## config.mk

```make
export PLATFORM = sky130hd
export DESIGN_NAME = segment_resp_collector
export DESIGN_NICKNAME = d
export VERILOG_FILES = /design/src/rtl/segment_resp_collector_pkg.sv /design/src/rtl/segment_resp_collector_fifo.sv /design/src/rtl/segment_resp_collector.sv
export SDC_FILE = /design/constraint.sdc
export NUM_CORES = 1
export LEC_CHECK = 0
export ABC_AREA = 1
export CELL_PAD_IN_SITES_DETAIL_PLACEMENT = 0
export CELL_PAD_IN_SITES_GLOBAL_PLACEMENT = 1
export CORE_MARGIN = 5
export CORE_UTILIZATION = 36
export CTS_BUF_LIST = sky130_fd_sc_hd__clkbuf_4 sky130_fd_sc_hd__clkbuf_8
export DETAILED_ROUTE_END_ITERATION = 7
export PLACE_DENSITY_LB_ADDON = 0.1
export SYNTH_ARGS = -nofsm -noshare
export SYNTH_HDL_FRONTEND = slang
export SYNTH_HIERARCHICAL = 1
export SYNTH_SLANG_ARGS = --single-unit
```

## constraint.sdc

```tcl
create_clock -name clk_i -period 2.9 [get_ports clk_i]
set_input_delay 0.435 -clock clk_i [delete_from_list [all_inputs] [get_ports clk_i]]
set_output_delay 0.435 -clock clk_i [all_outputs]
set_load 0.05 [all_outputs]
```

## src/rtl/segment_resp_collector_pkg.sv

```systemverilog
// Shared types and defaults for the segment response collector.
package segment_resp_collector_pkg;

    localparam int unsigned SegMaxOutstanding = 4;
    localparam int unsigned ExcWidth          = 64;

    typedef struct packed {
        logic [ExcWidth-1:0] cause;
        logic [ExcWidth-1:0] tval;
    } seg_exc_t;

endpackage

```

## src/rtl/segment_resp_collector_fifo.sv

```systemverilog
// In-order tag FIFO holding the segment index of each outstanding micro-op.
// Occupancy is tracked by the caller, which never pushes when full nor pops when empty.
module segment_resp_collector_fifo #(
    parameter int unsigned Depth     = 4,
    parameter int unsigned DataWidth = 16
) (
    input  logic                 clk_i,
    input  logic                 rst_ni,
    input  logic                 push_i,
    input  logic [DataWidth-1:0] data_i,
    input  logic                 pop_i,
    output logic [DataWidth-1:0] data_o
);

    localparam int unsigned PtrW = $clog2(Depth);

    logic [DataWidth-1:0] mem_q [Depth];
    logic [PtrW-1:0]      wr_ptr_q;
    logic [PtrW-1:0]      rd_ptr_q;

    // Depth is a power of two, so the pointers wrap naturally.
    always_ff @(posedge clk_i or negedge rst_ni) begin
        if (!rst_ni) begin
            wr_ptr_q <= '0;
            rd_ptr_q <= '0;
        end else begin
            if (push_i) wr_ptr_q <= wr_ptr_q + 1'b1;
            if (pop_i)  rd_ptr_q <= rd_ptr_q + 1'b1;
        end
    end

    always_ff @(posedge clk_i) begin
        if (push_i) mem_q[wr_ptr_q] <= data_i;
    end

    assign data_o = mem_q[rd_ptr_q];

endmodule

```

## src/rtl/segment_resp_collector.sv

```systemverilog
// Matches in-order backend responses to issued segment micro-ops, captures the first
// exception and emits one aggregated completion per segment memory op.
module segment_resp_collector
    import segment_resp_collector_pkg::*;
#(
    parameter int unsigned MaxOutstanding = SegMaxOutstanding,
    parameter int unsigned VstartWidth    = 16,
    parameter int unsigned NfWidth        = 3
) (
    input  logic                   clk_i,
    input  logic                   rst_ni,
    input  logic                   ara_idle_i,
    input  logic                   start_i,
    input  logic [VstartWidth-1:0] vstart_i,
    input  logic [VstartWidth-1:0] vl_i,
    input  logic                   is_vload_i,
    input  logic                   uop_issue_i,
    input  logic [VstartWidth-1:0] uop_seg_i,
    input  logic                   uop_last_i,
    input  logic                   resp_valid_i,
    input  logic                   resp_exc_valid_i,
    input  logic [63:0]            resp_exc_cause_i,
    input  logic [63:0]            resp_exc_tval_i,
    output logic                   stall_issue_o,
    output logic                   abort_o,
    output logic                   busy_o,
    output logic                   done_valid_o,
    output logic                   done_exc_valid_o,
    output logic [63:0]            done_exc_cause_o,
    output logic [63:0]            done_exc_tval_o,
    output logic [VstartWidth-1:0] done_vstart_o,
    output logic                   load_complete_o,
    output logic                   store_complete_o
);

    localparam int unsigned CntW = $clog2(MaxOutstanding) + 1;

    if (MaxOutstanding < 2 || (MaxOutstanding & (MaxOutstanding - 1)) != 0 || NfWidth == 0)
    begin : g_bad_params
        $error("segment_resp_collector: MaxOutstanding must be a power of two >= 2");
    end

    typedef enum logic [1:0] {IDLE, COLLECT, DRAIN, DONE} state_e;

    state_e                 state_q, state_d;
    logic [CntW-1:0]        count_q, count_d;
    logic                   is_vload_q;
    logic [VstartWidth-1:0] vstart_q, vl_q;
    logic                   exc_q;
    seg_exc_t               exc_info_q;
    logic [VstartWidth-1:0] exc_tag_q;
    logic [VstartWidth-1:0] head_tag;
    logic                   active, full, empty, push, pop, first_exc;

    assign active    = (state_q == COLLECT) || (state_q == DRAIN);
    assign full      = (count_q == CntW'(MaxOutstanding));
    assign empty     = (count_q == '0);
    assign push      = uop_issue_i && (state_q == COLLECT) && !full;
    assign pop       = resp_valid_i && active && !empty;
    assign first_exc = resp_valid_i && resp_exc_valid_i && active && !exc_q;

    segment_resp_collector_fifo #(
        .Depth     (MaxOutstanding),
        .DataWidth (VstartWidth)
    ) i_tag_fifo (
        .clk_i  (clk_i),
        .rst_ni (rst_ni),
        .push_i (push),
        .data_i (uop_seg_i),
        .pop_i  (pop),
        .data_o (head_tag)
    );

    always_comb begin
        count_d = count_q;
        if (push && !pop)      count_d = count_q + 1'b1;
        else if (pop && !push) count_d = count_q - 1'b1;
    end

    always_comb begin
        state_d = state_q;
        unique case (state_q)
            IDLE:    if (start_i) state_d = (vstart_i < vl_i) ? COLLECT : DONE;
            COLLECT: if (first_exc || (push && uop_last_i)) state_d = DRAIN;
            DRAIN:   if (empty && ara_idle_i) state_d = DONE;
            DONE:    state_d = IDLE;
            default: state_d = IDLE;
        endcase
    end

    always_ff @(posedge clk_i or negedge rst_ni) begin
        if (!rst_ni) begin
            state_q    <= IDLE;
            count_q    <= '0;
            is_vload_q <= 1'b0;
            vstart_q   <= '0;
            vl_q       <= '0;
            exc_q      <= 1'b0;
            exc_info_q <= '0;
            exc_tag_q  <= '0;
        end else begin
            state_q <= state_d;
            count_q <= count_d;
            if (state_q == IDLE && start_i) begin
                is_vload_q <= is_vload_i;
                vstart_q   <= vstart_i;
                vl_q       <= vl_i;
                exc_q      <= 1'b0;
            end else if (first_exc) begin
                // A fault with no tag outstanding is attributed to the op's first segment.
                exc_q            <= 1'b1;
                exc_info_q.cause <= resp_exc_cause_i;
                exc_info_q.tval  <= resp_exc_tval_i;
                exc_tag_q        <= empty ? vstart_q : head_tag;
            end
        end
    end

    assign stall_issue_o    = full || (state_q != COLLECT);
    assign abort_o          = first_exc;
    assign busy_o           = (state_q != IDLE);
    assign done_valid_o     = (state_q == DONE);
    assign done_exc_valid_o = done_valid_o && exc_q;
    assign done_exc_cause_o = exc_info_q.cause;
    assign done_exc_tval_o  = exc_info_q.tval;
    assign done_vstart_o    = exc_q ? exc_tag_q : vl_q;
    assign load_complete_o  = done_valid_o && is_vload_q;
    assign store_complete_o = done_valid_o && !is_vload_q;

`ifndef SYNTHESIS
    resp_while_empty_a: assert property (@(posedge clk_i) disable iff (!rst_ni)
        !(resp_valid_i && active && empty && !resp_exc_valid_i));
`endif

endmodule

```

-- After elaboration in Yosys (flattened, before gate mapping)
Memories as Yosys holds them, arrays and structs flattened.
Cells that the tools add are included.
- flip-flop bits (word level): 187
- memory bits (writable): 64
- output and inout bits: 151
- logic and storage cells: 70
- memories kept: 1
- $add $sub $neg: 4
- order comparisons: 1
- equal/unequal tests: 8
- multiplexer cells: 13
- bitwise logic cells: 1
- reduce and logical (&&, ||, !) cells: 31
- memory list (memory ; words ; bits a word ; read ports ; clocked after memory_dff ; wr ports ; RTL line ; RTL):
    i_tag_fifo.mem_q ; 4 ; 16 ; 1 ; 0 ; 1 ; segment_resp_collector_fifo.sv:17 ; logic [DataWidth-1:0] mem_q [Depth];
- operators with widths (cell ; number):
    16-bit 2-to-1 mux ; 2
    16-bit < comparator ; 1
    1-bit logical AND ; 15
    2-bit 2-to-1 mux ; 4
    2-bit one-hot mux with 4 select lines ; 1
    1-bit logical NOT ; 6
    3-bit 2-to-1 mux ; 2
    2-bit by 1-bit inequality test with 1-bit output (second input constant) ; 3
    2-bit nonzero test ; 3
    2-bit by 1-bit adder with 2-bit output (second input constant) ; 2
    2-bit equality test (second input constant) ; 2
    1-bit 2-to-1 mux ; 4
    3-bit by 1-bit adder with 3-bit output (second input constant) ; 1
    3-bit equality test (second input constant) ; 1
    3-bit logical NOT ; 1
    1-bit logical OR ; 3
    3-bit AND reduction ; 1
    3-bit by 1-bit subtractor with 3-bit output (second input constant) ; 1
    2-bit by 1-bit equality test with 1-bit output (second input constant) ; 1
    2-bit logical NOT ; 1
    2-bit inequality test (second input constant) ; 1
    2-bit AND reduction ; 1
    1-bit inverter ; 1

-- Logic depth before layout (Yosys ltp)
- depth after elaboration: 7
- depth in mapped cells: 12
- gate-level depth less buffers: 12

-- Hierarchy
Netlist, hierarchy kept.
- modules (own cells, without submodules) (module ; times used ; cells an instance ; area each (um^2) ; sequential area each (um^2)):
    segment_resp_collector ; 1 ; 926 ; 7918.8 ; 4579.4
    segment_resp_collector_fifo ; 1 ; 277 ; 2959.1 ; 2021.9

-- Worst setup path after synthesis
No wires, ideal clock.
- path type: register to register
- start: reg count_q[0]
- end: reg count_q[1]
- setup time: 0.125 ns
- arrival: 2.167 ns
- required time: 2.775 ns
- path slack: 0.608 ns
- stages on the path, launching flop included: 9
- buffers on the path: 0
- clock period less this slack: 2.292 ns
- cells stage by stage: dfrtp_1 > nor2_2 > nand2_1 > nand2_1 > nor2_1 > ha_1 > inv_1 > fa_1 > mux2_2
- elaborated cells between the ends (all ways): 15
- classes of those cells: add/sub: 2; eq/ne: 1; mux: 2; reduce/logical: 10
- RTL lines (item ; RTL line ; RTL):
    start, declared ; segment_resp_collector.sv:46 ; logic [CntW-1:0] count_q, count_d;
    start signal, assigned ; segment_resp_collector.sv:103 ; count_q <= count_d;
    3-bit equality test ; segment_resp_collector.sv:56 ; assign full = (count_q == CntW'(MaxOutstanding));
    1-bit logical NOT ; segment_resp_collector.sv:58 ; assign push = uop_issue_i && (state_q == COLLECT) && !full;
    1-bit logical AND ; segment_resp_collector.sv:58 ;
    net push ; segment_resp_collector.sv:53 ; logic active, full, empty, push, pop, first_exc;
    1-bit logical AND ; segment_resp_collector.sv:76 ; if (push && !pop) count_d = count_q + 1'b1;
    3-bit 2-to-1 mux ; segment_resp_collector.sv:76 ;
    net count_d[1] ; segment_resp_collector.sv:46 ;
The timed path passes the listed nets, and every way through them passes these cells. The select of a mux whose other input is x is not followed.
A chain may end at the register's enable or synchronous reset.

-- Worst setup path in the final report
- start: reg exc_q
- end: out done_vstart_o[15]
- cells in the longest elaborated chain, start to end: 1
- ends and longest elaborated chain (item ; RTL line ; RTL):
    start, declared ; segment_resp_collector.sv:49 ; logic exc_q;
    start signal, assigned ; segment_resp_collector.sv:98 ; exc_q <= 1'b0;
    start signal, assigned ; segment_resp_collector.sv:108 ; exc_q <= 1'b0;
    start signal, assigned ; segment_resp_collector.sv:111 ; exc_q <= 1'b1;
    16-bit 2-to-1 mux ; segment_resp_collector.sv:126 ; assign done_vstart_o = exc_q ? exc_tag_q : vl_q;
    end, declared ; segment_resp_collector.sv:31 ; output logic [VstartWidth-1:0] done_vstart_o,
Every way passes these cells.

==> summary.md <==
| Metric | Value |
|---|---|
| Setup Skew | `11.4 ps` |
| Synthesized Nets | `1414` |
| Period utilization | `92.7%` |
| Pwr/cell area | `~1200 nW/µm²` |
| CP max stage delay | `~880 ps` |
| First-pass GRT wire length | `49.2 mm` |
| Via density | `4.42` |
| Asr flop ratio synth | `74.5%` |
| CTS tree | `yes` |
| Final period demand of the worst path | `between 2000 and 3000 ps` |
| Gp weighted congestion | `a little under 0.8` |
| H-tree depth | `2` |
| DR pass1 iterations | `4` |
| Yosys Warn Count | `6` |
| Syn Area/Cell | `9.04 µm²` |
| GRT Max-Usage Layer | `met2` |
| Worst-margin pin slew | `791 ps` |
| Core ar. | `about 30000 µm²` |
| CP arrival | `2250 ps` |
| Mapped Cells | `1203` |
| Leading area contributor after synthesis | `dfrtp_1` |
| Post-synth EDFFs | `64` |
| Largest net degree at the start of global routing | `129` |
| Setup Viol. Count Final | `0` |
| Met1 Use GR | `23.6%` |
| CP Launch Type | `register` |
| Dominant synthesized flop cell | `dfrtp_1` |
| Setup TNS Final | `0 ps` |
| Max Fclk | `approximately 0.37 GHz` |
| Pins Over Slew Limit | `0` |
| Initial Util | `a little over a third` |
| Inserted Clock Buffers | `45` |
| Die ar. | `33800 µm²` |
| Post-DP HPWL | `23.1 mm` |
| Layout area overhead | `41.6%` |
| Congestion Overflow GR | `0` |
| Met2 usage | `32.2%` |
| PnR worst setup slack | `212 ps` |
| Hold Fails Final Rpt | `0` |
| Commonest cells after routing, fill and taps aside | `nand2_1, clkdlybuf4s50_1, dfrtp_1` |
| Power Total | `18.1 mW` |
| Pre-CTS setup slack | `656 ps` |
| Clock transition at path regs | `roughly 60 ps` |
| Io pins | `336` |
| Crit-path max FO | `19` |
| Commonest non-fill, non-tap cell in the layout | `nand2_1` |
| CP required | `2470 ps` |
| Mapped Area | `roughly 11000 µm²` |
| Die height | `184 µm` |
| Final WL | `32.7 mm` |
| Hold Slack | `441 ps` |
| Largest cells by area after synthesis | `dfrtp_1, nand2_1, edfxtp_1` |
| Chip width | `184 µm` |
| Slew Limit Headroom | `47.3%` |
| Port Buf Inserts | `between 300 and 400` |
| Status | `completed` |
| Wirelength per Cell | `16.6 µm` |
| Total track usage | `18.5%` |
| CP Class | `register to primary output` |
| #FFs+latches synth | `251` |
| RSZ-0062 raised after global routing | `no` |
| Clock root cell | `clkbuf_8` |
| Vias in the first global route | `8733` |
| DRT iter0 DRCs | `395` |
| Met3 Use GR | `3.90%` |
| Worst path slowest cell | `clkdlybuf4s50_1` |
| Clock latency at the later pin of the worst-skew pair | `530 ps` |
| LEAKAGE | `~7.6 nW` |
| Vias | `8726` |
| CP cell instances | `inv_4, o21ai_0, clkdlybuf4s50_1` |
| Residual DRC | `0` |
| Max Cap Violations | `0` |
| Initial antenna violation count | `1` |
| Post-synthesis sequential area ratio | `60.7%` |
| Hold Crit Class | `input pin to register` |
| Antenna Nets Post-Route | `0` |
| Maximum vdd drop | `0.00113 V` |
| CP endpoint kind | `primary output` |
| Post-synth top area share | `43.0%` |
| Share of layout cells above drive strength 1 | `6.82%` |
| Final Net Count | `~1800` |
| FP Rows | `63` |
| Yosys cell types | `32` |
| Clk sink count | `251` |
| Clock buffer depth | `3` |
-- metal layers --
layer | up-vias | wire, µm | part of all wire, %
met4 | 0 | 582 | 1.8
li1 | 4412 | - | -
met5 | - | 0 | 0
met3 | 41 | 2090 | 6.4
met2 | 242 | 16200 | 49
met1 | 4031 | 13900 | 42
-- metrics by stage --
step                      cell area [µm²]  util, %  std cells
final                               15400     51.8       1974
after global routing                15400     51.8       1974
after CTS                           15400     51.8       1973
after detailed placement            14500     48.8       1897
after global placement              14500     48.8       1897
after floorplan                     10900        -       1203
-- area by class of cell --
type,instances,area (µm²)
fillers,2849,14300
flip-flops and latches,251,6600
repair buffers,360,3610
multi-input cells,789,3400
clock buffers,71,871
well taps,390,488
inverters,108,412
clock inverters,4,21.3
diodes,1,2.50
-- critical path: cells and delay by family (launching register included) --
| kind | cells | cell delay [ps] |
|---|---|---|
| AOI/OAI and AO/OA | 1 | 340 |
| buffers and inverters | 2 | 1000 |
| DFF | 1 | 380 |
-- report_power, final --
part | internal, mW | switching, mW | total [mW]
Clock | 1.89 | 1.38 | 3.26
Sequential | 4.91 | 0.694 | 5.61
Combinational | 2.93 | 6.29 | 9.22
-- path summary, 6_finish.rpt --
kind                                      from  cells after the start              endpoint  slack (ps)
max                                      exc_q                      3     done_vstart_o[15]         210
min                                 is_vload_i                      3            is_vload_q         440
max reg2reg                         count_q[0]                      9            count_q[1]         750
min reg2reg                done_exc_tval_o[43]                      2   done_exc_tval_o[43]         460
max in group asynchronous               rst_ni                      3   done_exc_tval_o[48]        1580
min in group asynchronous               rst_ni                      2  done_exc_cause_o[41]         510
-- Yosys cell counts, drive strengths merged, types with 4 or more instances --
master	instances
inv	107
nor2	25
clkbuf	8
xor2	4
nand3	50
a31oi	15
buf	47
dfrtp	187
edfxtp	64
nand2	628
ha	25
a21oi	9
o21ai	24
-- registers in the layout (all words and copies together), names as in the netlist --
register,flops
count_q,3
is_vload_q,1
state_q,2
exc_q,1
vstart_q,16
i_tag_fifo/mem_q,64
i_tag_fifo/rd_ptr_q,2
vl_q,16
done_exc_cause_o,64
i_tag_fifo/wr_ptr_q,2
exc_tag_q,16
done_exc_tval_o,64
-- cell families (layout without fill, tap and decap cells) --
logic type	count (synthesis)	count (layout)	synth area share, %
simple gates	706	706	25.1
flops	251	251	60.7
other cells	0	1	0
compound gates	51	51	2.59
xor+xnor	5	5	0.403
buf+inv	163	543	8.04
fa+ha+maj	26	26	3.06
mux	1	1	0.104
-- repair_timing --
action,4_1_cts,5_1_grt
resized for setup,0,1
hold buffers,1,0
endpoints found under the hold margin,7,0
endpoints found under the setup margin,0,1
buffers inserted,0,0
Note: power is estimated with default switching activity, not from simulation.
